## src/rtl/touch_pkg.sv

```systemverilog
// Shared types and constants for the resistive-touch SPI poller.
// Optional macro TOUCH_AVG_EN: two readings per axis, averaged.
package touch_pkg;

  typedef logic [11:0] coord_t;

  localparam logic [7:0] CMD_X = 8'hD0;
  localparam logic [7:0] CMD_Y = 8'h90;

  localparam int FRAME_BITS      = 24;
  localparam int DATA_FIRST_EDGE = 10;
  localparam int DATA_LAST_EDGE  = 21;

  typedef enum logic [1:0] {ST_IDLE, ST_FRAME, ST_DONE} state_t;

`ifdef TOUCH_AVG_EN
  localparam int NUM_FRAMES = 4;

  // Frame order under one CS: X, X, Y, Y
  function automatic logic [7:0] frame_cmd(input logic [1:0] idx);
    return (idx < 2'd2) ? CMD_X : CMD_Y;
  endfunction
`else
  localparam int NUM_FRAMES = 2;

  function automatic logic [7:0] frame_cmd(input logic [1:0] idx);
    return (idx == 2'd0) ? CMD_X : CMD_Y;
  endfunction
`endif

endpackage

```

## src/rtl/touch_spi_frame.sv

```systemverilog
// One 24-bit mode-0 SPI frame: sends the command byte, captures 12 result bits.
// A start while busy (issued on the last falling edge) chains frames seamlessly.
module touch_spi_frame
  import touch_pkg::*;
#(
  parameter int CLK_DIV = 25
) (
  input  logic       clk,
  input  logic       rst_n,
  input  logic       i_start,
  input  logic [7:0] i_cmd,
  input  logic       i_miso,
  output logic       o_sclk,
  output logic       o_mosi,
  output logic       o_done,
  output coord_t     o_result
);

  localparam int DW = (CLK_DIV > 1) ? $clog2(CLK_DIV) : 1;
  localparam logic [DW-1:0] DIV_LAST = DW'(CLK_DIV - 1);

  logic          r_busy;
  logic          r_sclk;
  logic [DW-1:0] r_div;
  logic [4:0]    r_bit;
  logic [7:0]    r_tx;
  coord_t        r_rx;

  logic w_phase_end, w_rise, w_fall, w_capture;

  assign w_phase_end = r_busy && (r_div == DIV_LAST);
  assign w_rise      = w_phase_end && !r_sclk;
  assign w_fall      = w_phase_end && r_sclk;
  assign w_capture   = w_rise && (r_bit >= 5'(DATA_FIRST_EDGE))
                              && (r_bit <= 5'(DATA_LAST_EDGE));
  assign o_done      = w_fall && (r_bit == 5'(FRAME_BITS));

  assign o_sclk   = r_sclk;
  assign o_mosi   = r_tx[7];
  assign o_result = r_rx;

  always_ff @(posedge clk or negedge rst_n) begin
    if (!rst_n) begin
      r_busy <= 1'b0;
      r_sclk <= 1'b0;
      r_div  <= '0;
      r_bit  <= '0;
      r_tx   <= '0;
      r_rx   <= '0;
    end else if (i_start) begin
      r_busy <= 1'b1;
      r_sclk <= 1'b0;
      r_div  <= '0;
      r_bit  <= 5'd1;
      r_tx   <= i_cmd;
    end else if (r_busy) begin
      if (w_phase_end) begin
        r_div  <= '0;
        r_sclk <= ~r_sclk;
      end else begin
        r_div  <= r_div + 1'b1;
      end
      if (w_capture) r_rx <= {r_rx[10:0], i_miso};
      // MOSI advances with SCLK falling; zero fill after the command byte
      if (w_fall) begin
        r_tx  <= {r_tx[6:0], 1'b0};
        r_bit <= r_bit + 1'b1;
        if (o_done) r_busy <= 1'b0;
      end
    end
  end

endmodule

```

## src/rtl/touch_spi_reader.sv

```systemverilog
// XPT2046/ADS7846 poller: periodic pen check, X/Y frames under one CS, debounce.
// Optional macro TOUCH_AVG_EN: X,X,Y,Y frames with truncating 2-sample average.
module touch_spi_reader
  import touch_pkg::*;
#(
  parameter int CLK_DIV          = 25,
  parameter int SAMPLE_PERIOD    = 500000,
  parameter int DEBOUNCE_SAMPLES = 2
) (
  input  logic   clk,
  input  logic   rst_n,
  input  logic   pen_irq_n,
  output logic   spi_cs_n,
  output logic   spi_sclk,
  output logic   spi_mosi,
  input  logic   spi_miso,
  output coord_t x_touch,
  output coord_t y_touch,
  output logic   active,
  output logic   sample_valid
);

  localparam int BUSY_SPAN = (NUM_FRAMES * 48 + 1) * CLK_DIV + 2;
  localparam int PW  = $clog2(SAMPLE_PERIOD);
  localparam int HW  = (CLK_DIV > 1) ? $clog2(CLK_DIV) : 1;
  localparam int DBW = $clog2(DEBOUNCE_SAMPLES + 1);
  localparam logic [PW-1:0]  PER_LAST  = PW'(SAMPLE_PERIOD - 1);
  localparam logic [HW-1:0]  HOLD_LAST = HW'(CLK_DIV - 1);
  localparam logic [DBW-1:0] DB_MAX    = DBW'(DEBOUNCE_SAMPLES);

  if (CLK_DIV < 1) begin : g_bad_div
    $error("CLK_DIV must be >= 1");
  end
  if (DEBOUNCE_SAMPLES < 1) begin : g_bad_db
    $error("DEBOUNCE_SAMPLES must be >= 1");
  end
  if (SAMPLE_PERIOD <= BUSY_SPAN) begin : g_bad_period
    $error("SAMPLE_PERIOD too short: a tick could land mid-sample");
  end

  state_t         r_state, w_next;
  logic [PW-1:0]  r_period;
  logic [HW-1:0]  r_hold;
  logic [DBW-1:0] r_db_cnt, w_db_next;
  logic [1:0]     r_idx;
  logic [12:0]    r_x_sum, r_y_sum;
  logic           r_pen_meta, r_pen_sync;
  logic           r_cs_n;
  coord_t         r_x_touch, r_y_touch;
  logic           r_active, r_sample_valid;

  logic       w_tick, w_pen_dn, w_start, w_frame_done;
  logic [7:0] w_cmd;
  coord_t     w_result;

  assign w_tick    = (r_period == PER_LAST);
  assign w_pen_dn  = ~r_pen_sync;
  assign w_db_next = (r_db_cnt == DB_MAX) ? r_db_cnt : r_db_cnt + 1'b1;

  assign spi_cs_n     = r_cs_n;
  assign x_touch      = r_x_touch;
  assign y_touch      = r_y_touch;
  assign active       = r_active;
  assign sample_valid = r_sample_valid;

  touch_spi_frame #(.CLK_DIV(CLK_DIV)) u_frame (
    .clk      (clk),
    .rst_n    (rst_n),
    .i_start  (w_start),
    .i_cmd    (w_cmd),
    .i_miso   (spi_miso),
    .o_sclk   (spi_sclk),
    .o_mosi   (spi_mosi),
    .o_done   (w_frame_done),
    .o_result (w_result)
  );

  always_ff @(posedge clk or negedge rst_n) begin
    if (!rst_n) r_state <= ST_IDLE;
    else        r_state <= w_next;
  end

  always_comb begin
    w_next  = r_state;
    w_start = 1'b0;
    w_cmd   = CMD_X;
    case (r_state)
      ST_IDLE: if (w_tick && w_pen_dn) begin
        w_next  = ST_FRAME;
        w_start = 1'b1;
        w_cmd   = frame_cmd(2'd0);
      end
      ST_FRAME: if (w_frame_done) begin
        if (r_idx == 2'(NUM_FRAMES - 1)) begin
          w_next = ST_DONE;
        end else begin
          // next frame starts on this falling edge so CS never gaps
          w_start = 1'b1;
          w_cmd   = frame_cmd(r_idx + 2'd1);
        end
      end
      ST_DONE: if (r_hold == HOLD_LAST) w_next = ST_IDLE;
      default: w_next = ST_IDLE;
    endcase
  end

  always_ff @(posedge clk or negedge rst_n) begin
    if (!rst_n) begin
      r_period       <= '0;
      r_hold         <= '0;
      r_db_cnt       <= '0;
      r_idx          <= '0;
      r_x_sum        <= '0;
      r_y_sum        <= '0;
      r_pen_meta     <= 1'b1;
      r_pen_sync     <= 1'b1;
      r_cs_n         <= 1'b1;
      r_x_touch      <= '0;
      r_y_touch      <= '0;
      r_active       <= 1'b0;
      r_sample_valid <= 1'b0;
    end else begin
      r_period       <= w_tick ? '0 : r_period + 1'b1;
      r_pen_meta     <= pen_irq_n;
      r_pen_sync     <= r_pen_meta;
      r_sample_valid <= 1'b0;
      case (r_state)
        ST_IDLE: if (w_tick) begin
          if (w_pen_dn) begin
            r_cs_n <= 1'b0;
            r_idx  <= '0;
          end else begin
            r_db_cnt <= '0;
            r_active <= 1'b0;
          end
        end
        ST_FRAME: if (w_frame_done) begin
          r_idx  <= r_idx + 2'd1;
          r_hold <= '0;
`ifdef TOUCH_AVG_EN
          case (r_idx)
            2'd0:    r_x_sum <= {1'b0, w_result};
            2'd1:    r_x_sum <= r_x_sum + {1'b0, w_result};
            2'd2:    r_y_sum <= {1'b0, w_result};
            default: r_y_sum <= r_y_sum + {1'b0, w_result};
          endcase
`else
          // stored pre-doubled so both builds publish sum[12:1]
          if (r_idx[0]) r_y_sum <= {w_result, 1'b0};
          else          r_x_sum <= {w_result, 1'b0};
`endif
        end
        ST_DONE: begin
          if (r_hold == HOLD_LAST) begin
            r_cs_n   <= 1'b1;
            r_db_cnt <= w_db_next;
            if (w_db_next == DB_MAX) begin
              r_x_touch      <= r_x_sum[12:1];
              r_y_touch      <= r_y_sum[12:1];
              r_sample_valid <= 1'b1;
              r_active       <= 1'b1;
            end
          end else begin
            r_hold <= r_hold + 1'b1;
          end
        end
        default: ;
      endcase
    end
  end

endmodule

```

## config.mk

```make
export PLATFORM = sky130hd
export DESIGN_NAME = touch_spi_reader
export DESIGN_NICKNAME = d
export VERILOG_FILES = /design/src/rtl/touch_pkg.sv /design/src/rtl/touch_spi_frame.sv /design/src/rtl/touch_spi_reader.sv
export SDC_FILE = /design/constraint.sdc
export NUM_CORES = 1
export LEC_CHECK = 0
export ABC_AREA = 1
export ABC_CLOCK_PERIOD_IN_PS = 2400
export CORE_MARGIN = 2
export CORE_UTILIZATION = 61
export CTS_BUF_LIST = sky130_fd_sc_hd__clkbuf_4
export DETAILED_ROUTE_END_ITERATION = 16
export HOLD_SLACK_MARGIN = 0.15
export PLACE_DENSITY_LB_ADDON = 0.3
export SLEW_MARGIN = 20
export SYNTH_ARGS = -nofsm -noshare
export SYNTH_HDL_FRONTEND = slang
export SYNTH_SLANG_ARGS = --single-unit
```

## constraint.sdc

```tcl
create_clock -name clk -period 2.4 [get_ports clk]
set_clock_uncertainty 0.15 [all_clocks]
set_input_delay 0.48 -clock clk [delete_from_list [all_inputs] [get_ports clk]]
set_output_delay 0.48 -clock clk [all_outputs]
set_load 0.01 [all_outputs]
```

* Yosys cells after proc, flatten, opt, wreduce, memory -nomap -nowiden
Index checks and enable logic that the tools add are counted.
** Operators by class
- $add $sub $neg :: 6
- $lt $le $gt $ge :: 2
- Eq/ne operators :: 18
- Mux-type cells :: 54
- Bitwise gates (word level) :: 4
- Reduce and logical (&&, ||, !) cells :: 28
** Operators with widths (count)
- $mux 5 :: 8
- $mux 7 :: 4
- $mux 8 :: 3
- $mux 2 :: 11
- $mux 1 :: 20
- $add 19x1->19 const B :: 1
- $eq 19x19->1 const B :: 1
- $mux 19 :: 1
- $ne 2x2->1 const B :: 8
- $reduce_and 4->1 :: 4
- $add 5x1->5 const B :: 3
- $eq 5x5->1 const B :: 3
- $reduce_and 3->1 :: 5
- $reduce_bool 2->1 :: 6
- $pmux 5 s2 :: 1
- $pmux 2 s2 :: 2
- $logic_and 1x1->1 :: 7
- $eq 2x2->1 const B :: 3
- $pmux 1 s2 :: 3
- $pmux 2 s3 :: 1
- $ge 5x4->1 const B :: 1
- $le 5x5->1 const B :: 1
- $reduce_and 5->1 :: 1
- $add 2x1->2 const B :: 2
- other kinds (6) :: 12
** Word-level totals
- Bits in registers :: 115
- Input port bits :: 4
- Output and inout bits :: 29
- Logic and storage cells :: 132

* Logic depth before layout (Yosys ltp)
- Depth in word-level cells :: 8
- Mapped depth :: 12
- Gate-level depth less buffers :: 11

* By module
From an unflattened synthesis, not the netlist that was laid out.
** Second synthesis, totals
- Cell total of the unflattened synthesis :: 626
- Area, all modules :: 5416.4 um^2
** By module, submodules not included
- touch_spi_reader :: times used 1, cells each 426, area each 3734.8 um^2, seq. area each 2080.7 um^2
- touch_spi_frame :: times used 1, cells each 200, area each 1681.6 um^2, seq. area each 800.8 um^2

* Worst setup path after synthesis
No wires, ideal clock.
- Path type :: register to register
- Start :: register u_frame.r_bit[0]
- End :: register r_y_sum[10]
- Setup time :: 0.117 ns
- Data arrival time :: 1.487 ns
- Data required time :: 2.133 ns
- Slack :: 0.645 ns
- Cell stages (with the launch flop) :: 11
- Buffers on the path :: 1
- Period minus slack after synthesis :: 1.755 ns
- Cell sequence :: dfrtp_1 > inv_1 > ha_1 > nand3_1 > nor2_4 > nand3_2 > inv_2 > nand2_2 > buf_6 > nand2_1 > o21ai_2
** On the way
- Longest elaborated chain between the ends :: 3
** RTL lines
- from (decl) :: line touch_spi_frame.sv:25 : logic [4:0] r_bit;
- from (signal assigned) :: line touch_spi_frame.sv:67 : r_bit <= r_bit + 1'b1;
- $eq 5x5->1 :: line touch_spi_frame.sv:36 : assign o_done = w_fall && (r_bit == 5'(FRAME_BITS));
- $logic_and 1x1->1 :: line touch_spi_frame.sv:36
- $reduce_and 3->1 (no line)
- to (signal assigned) :: line touch_spi_reader.sv:149 : if (r_idx[0]) r_y_sum <= {w_result, 1'b0};
- to (decl) :: line touch_spi_reader.sv:46 : logic [12:0] r_x_sum, r_y_sum;
Every way passes these cells.
A chain may end at the register's enable or synchronous reset.

* Final worst setup path
- Start :: register r_period[0]
- End :: register u_frame.r_rx[1] (netlist: u_frame.o_result[1])
** On the way
- Longest elaborated chain between the ends :: 6
** RTL lines
- from (decl) :: line touch_spi_reader.sv:42 : logic [PW-1:0] r_period;
- from (signal assigned) :: line touch_spi_reader.sv:123 : r_period <= w_tick ? '0 : r_period + 1'b1;
- $eq 19x19->1 :: line touch_spi_reader.sv:56 : assign w_tick = (r_period == PER_LAST);
- $logic_and 1x1->1 :: line touch_spi_reader.sv:88 : ST_IDLE: if (w_tick && w_pen_dn) begin
- $mux 1 :: line touch_spi_reader.sv:88
- $pmux 1 s2 :: line touch_spi_reader.sv:87 : case (r_state)
- $not 1->1 (no line)
- $reduce_and 3->1 (no line)
- to (signal assigned) :: line touch_spi_frame.sv:63 : if (w_capture) r_rx <= {r_rx[10:0], i_miso};
- to (decl) :: line touch_spi_frame.sv:27 : coord_t r_rx;
Every way passes these cells.

==> impl_metrics.ini <==
[cts]
numClockSinks = 111
clk_path_buf_depth = 2
post_cts_buffers = 0
clk_latency_ps = 450
clockRootBuffer = clkbuf_4
clk_pin_slew_ps = 170
cts_tree = done
cts_buffers = 9
h-tree-depth = 3

[routing]
drc = 0
wire_per_inst_um = 13.4
drt_wl_total_mm = 10.3
firstDrtPassIters = 5
viasPerCell = 5.34
first_iter_violations = 184
vias = 4114
ant_nets = 0

[timing]
hold_viol_final = 0
tns_ps = 0
fin_crit_sh_pct = 91.8
setup_slack_ps = 197
slew_headroom_pct = 68.8
maxSlewViolCount = 0
worst_pin_slew_ps = 464
min_period_ps = 2200
finalSetupViolCount = 0
max_freq_mhz = 454
rsz0062_at_grt = no

[global_route]
grt_pass1_wl_mm = 17.8
grt_use_total_pct = 24.7
first_global_vias = 3943
grt_antenna_before_repair = 0
grt_overflow = 0
grt_max_degree = 53

[final_layout]
fin_nets = 676
final_cell_mix = nand2_1, dfrtp_1, inv_1
register_area_mm2 = 0.00278
multi_input_area_mm2 = 0.00205
instances_no_fill = 770
syn_to_final_growth_pct = 11.4
final_util_pct = 70.3
layout_commonest_cell = nand2_1
diodes = 0
finalInstanceArea_mm2 = 0.00580
final.fill_count = 660
drive_gt1_share_pct = 7.82

[power]
powerDensity_mw_per_mm2 = 499
vdd_drop_max_v = 0.000326
power.leakage_nw = 2.95

[setup_path]
regToRegSetupSlack_ps = 200
critical_path_class = register to register
crit_path_start_kind = register
cp.arrival_ps = 2460
reg2reg_from = r_period[0]$_DFF_PN0_
crit_required_ps = 2660
worstPathMaxFanout = 16
worstReg2RegEnd = u_frame.o_result[1]$_DFFE_PN0P_
ff2ff_path_depth = 7
end_kind = register

[die]
rows = 33
fp.dieH_um = 96.4
ios = 33
die_area_mm2 = 0.00929
initial_core_util_pct = 63.1
coreArea_mm2 = 0.00826
die_w_um = 96.4

[place]
dp_hpwl_mm = 7.63
placed_cells = 753
numPortBuffers = 32
dp_slack_ps = 170
gp_congestion = 0.876
place_area_mm2 = 0.00563

[worst_hold_path]
holdPathStages = 0
hp-start = r_pen_meta$_DFF_PN1_
holdCritPathClass = register to register
hold_end = r_pen_sync$_DFF_PN1_

[logic_synthesis]
synthDistinctLibCells = 30
syn_inst = 624
yosysWarnings = 0
synth.avg_cell_area_um2 = 8.35
seq_area_frac_synth_pct = 53.4
syn-num-nets = 640
synth_seq_cells = 111
netlist_area_mm2 = 0.00521

[run_status]
status = complete, no violations

[run]
drv_cap = 0
critical path, cell delays in order (launching register included):
cell and delay, ps:
dfrtp_1 510, ha_1 250, nand2_1 110, nor2_2 170, nand4_2 410, nand3_2 380
nand2_1 100, nand2_1 80
logic make-up after synthesis:
family                   Yosys count  synth area share (%)
XOR/XNOR                          10                  1.68
buffers and inverters             93                  7.42
AO/OA/AOI/OAI                     47                  5.38
AND/OR/NAND/NOR                  351                  29.2
adder cells (fa/ha/maj)           12                  2.88
flip-flops                       111                  53.4
power by group:
part,switching (W),internal (W),total [W],leakage (nW)
logic,0.0000365,0.0000100,0.0000465,1.35
clock network,0.000634,0.000342,0.000976,0.0807
registers,0.000000726,0.00187,0.00188,1.52
total,0.000672,0.00223,0.00290,2.95
synth_stat cells:
library cell / number / share of area [%]
nand2_1: 215 / 15
dfrtp_1: 108 / 52
inv_1: 76 / 5.5
nor2_1: 51 / 3.7
nand4_1: 28 / 3.4
o21ai_0: 25 / 2.4
nand3_1: 24 / 2.3
nor3_1: 18 / 1.7
ha_1: 12 / 2.9
o21ai_2: 11 / 1.8
xor2_1: 8 / 1.3
a21oi_1: 7 / 0.67
buf_2: 6 / 0.58
clkbuf_1: 5 / 0.36
buf_6: 3 / 0.65
dfstp_2: 3 / 1.5
nand3_2: 3 / 0.58
nor2_2: 3 / 0.36
o21ai_1: 3 / 0.29
buf_4: 2 / 0.29
nand2_2: 2 / 0.24
nor4_1: 2 / 0.24
xnor2_1: 2 / 0.34
inv_2: 1 / 0.072
nand3_4: 1 / 0.34
nand3b_1: 1 / 0.14
nand4_2: 1 / 0.24
nor2_4: 1 / 0.22
nor3_4: 1 / 0.31
o221ai_1: 1 / 0.17
cell type report:
| cell class | instances | share of cell area (%) |
|---|---|---|
| multi-input combinational | 420 | 35.2 |
| clock buffer | 9 | 1.16 |
| inverter | 77 | 4.98 |
| sequential | 111 | 47.9 |
| timing repair buffer | 41 | 6.90 |
| clock inverter | 7 | 1.53 |
| tap | 105 | 2.26 |
worst max path at each step:
stage / from / to / slack [ps] / cells past startpoint
after global routing: r_period[0]$_DFF_PN0_ / u_frame.o_result[11]$_DFFE_PN0P_ / 20 / 7
after detailed placement: u_frame.r_div[0]$_DFFE_PN0P_ / r_y_sum[4]$_DFFE_PN0P_ / 170 / 9
after global placement: u_frame.r_div[0]$_DFFE_PN0P_ / r_y_sum[3]$_DFFE_PN0P_ / 300 / 9
final: r_period[0]$_DFF_PN0_ / u_frame.o_result[1]$_DFFE_PN0P_ / 200 / 7
after floorplan: u_frame.r_bit[0]$_DFFE_PN0P_ / r_y_sum[10]$_DFFE_PN0P_ / 650 / 10
after CTS: u_frame.r_div[0]$_DFFE_PN0P_ / r_y_sum[4]$_DFFE_PN0P_ / 130 / 9
per-stage QoR:
step	hold slack [ps]	total power, W
floorplan	34.4	0.00191
global placement	199	0.00196
detailed placement	197	0.00196
CTS	218	0.00293
global route	222	0.00301
finish	217	0.00290
sequential cells by signal, indices dropped and copies added (netlist names), 4 cells and up:
register,count
x_touch,12
u_frame.r_div,5
r_period,19
r_x_sum,12
u_frame.o_result,12
r_y_sum,12
u_frame.r_bit,5
y_touch,12
r_hold,5
u_frame.r_tx,4
layer usage:
layer  routed length (µm)  vias to the layer above  GRT usage (%)  share of wire [%]
met5                    0                        -              0                  0
met4                  150                        0           7.39                1.5
met3                  464                       12           4.42                4.5
met2                 4850                       95           39.7                 47
met1                 4860                     1953           34.8                 47
li1                     -                     2054              -                  -
timing repair:
item                       in CTS  in global routing
resized for setup               0                  1
hold endpoints to repair       34                  0
hold buffers                    1                  0
setup endpoints to repair       0                 12
No activity file was read; power rests on OpenSTA's default activity.
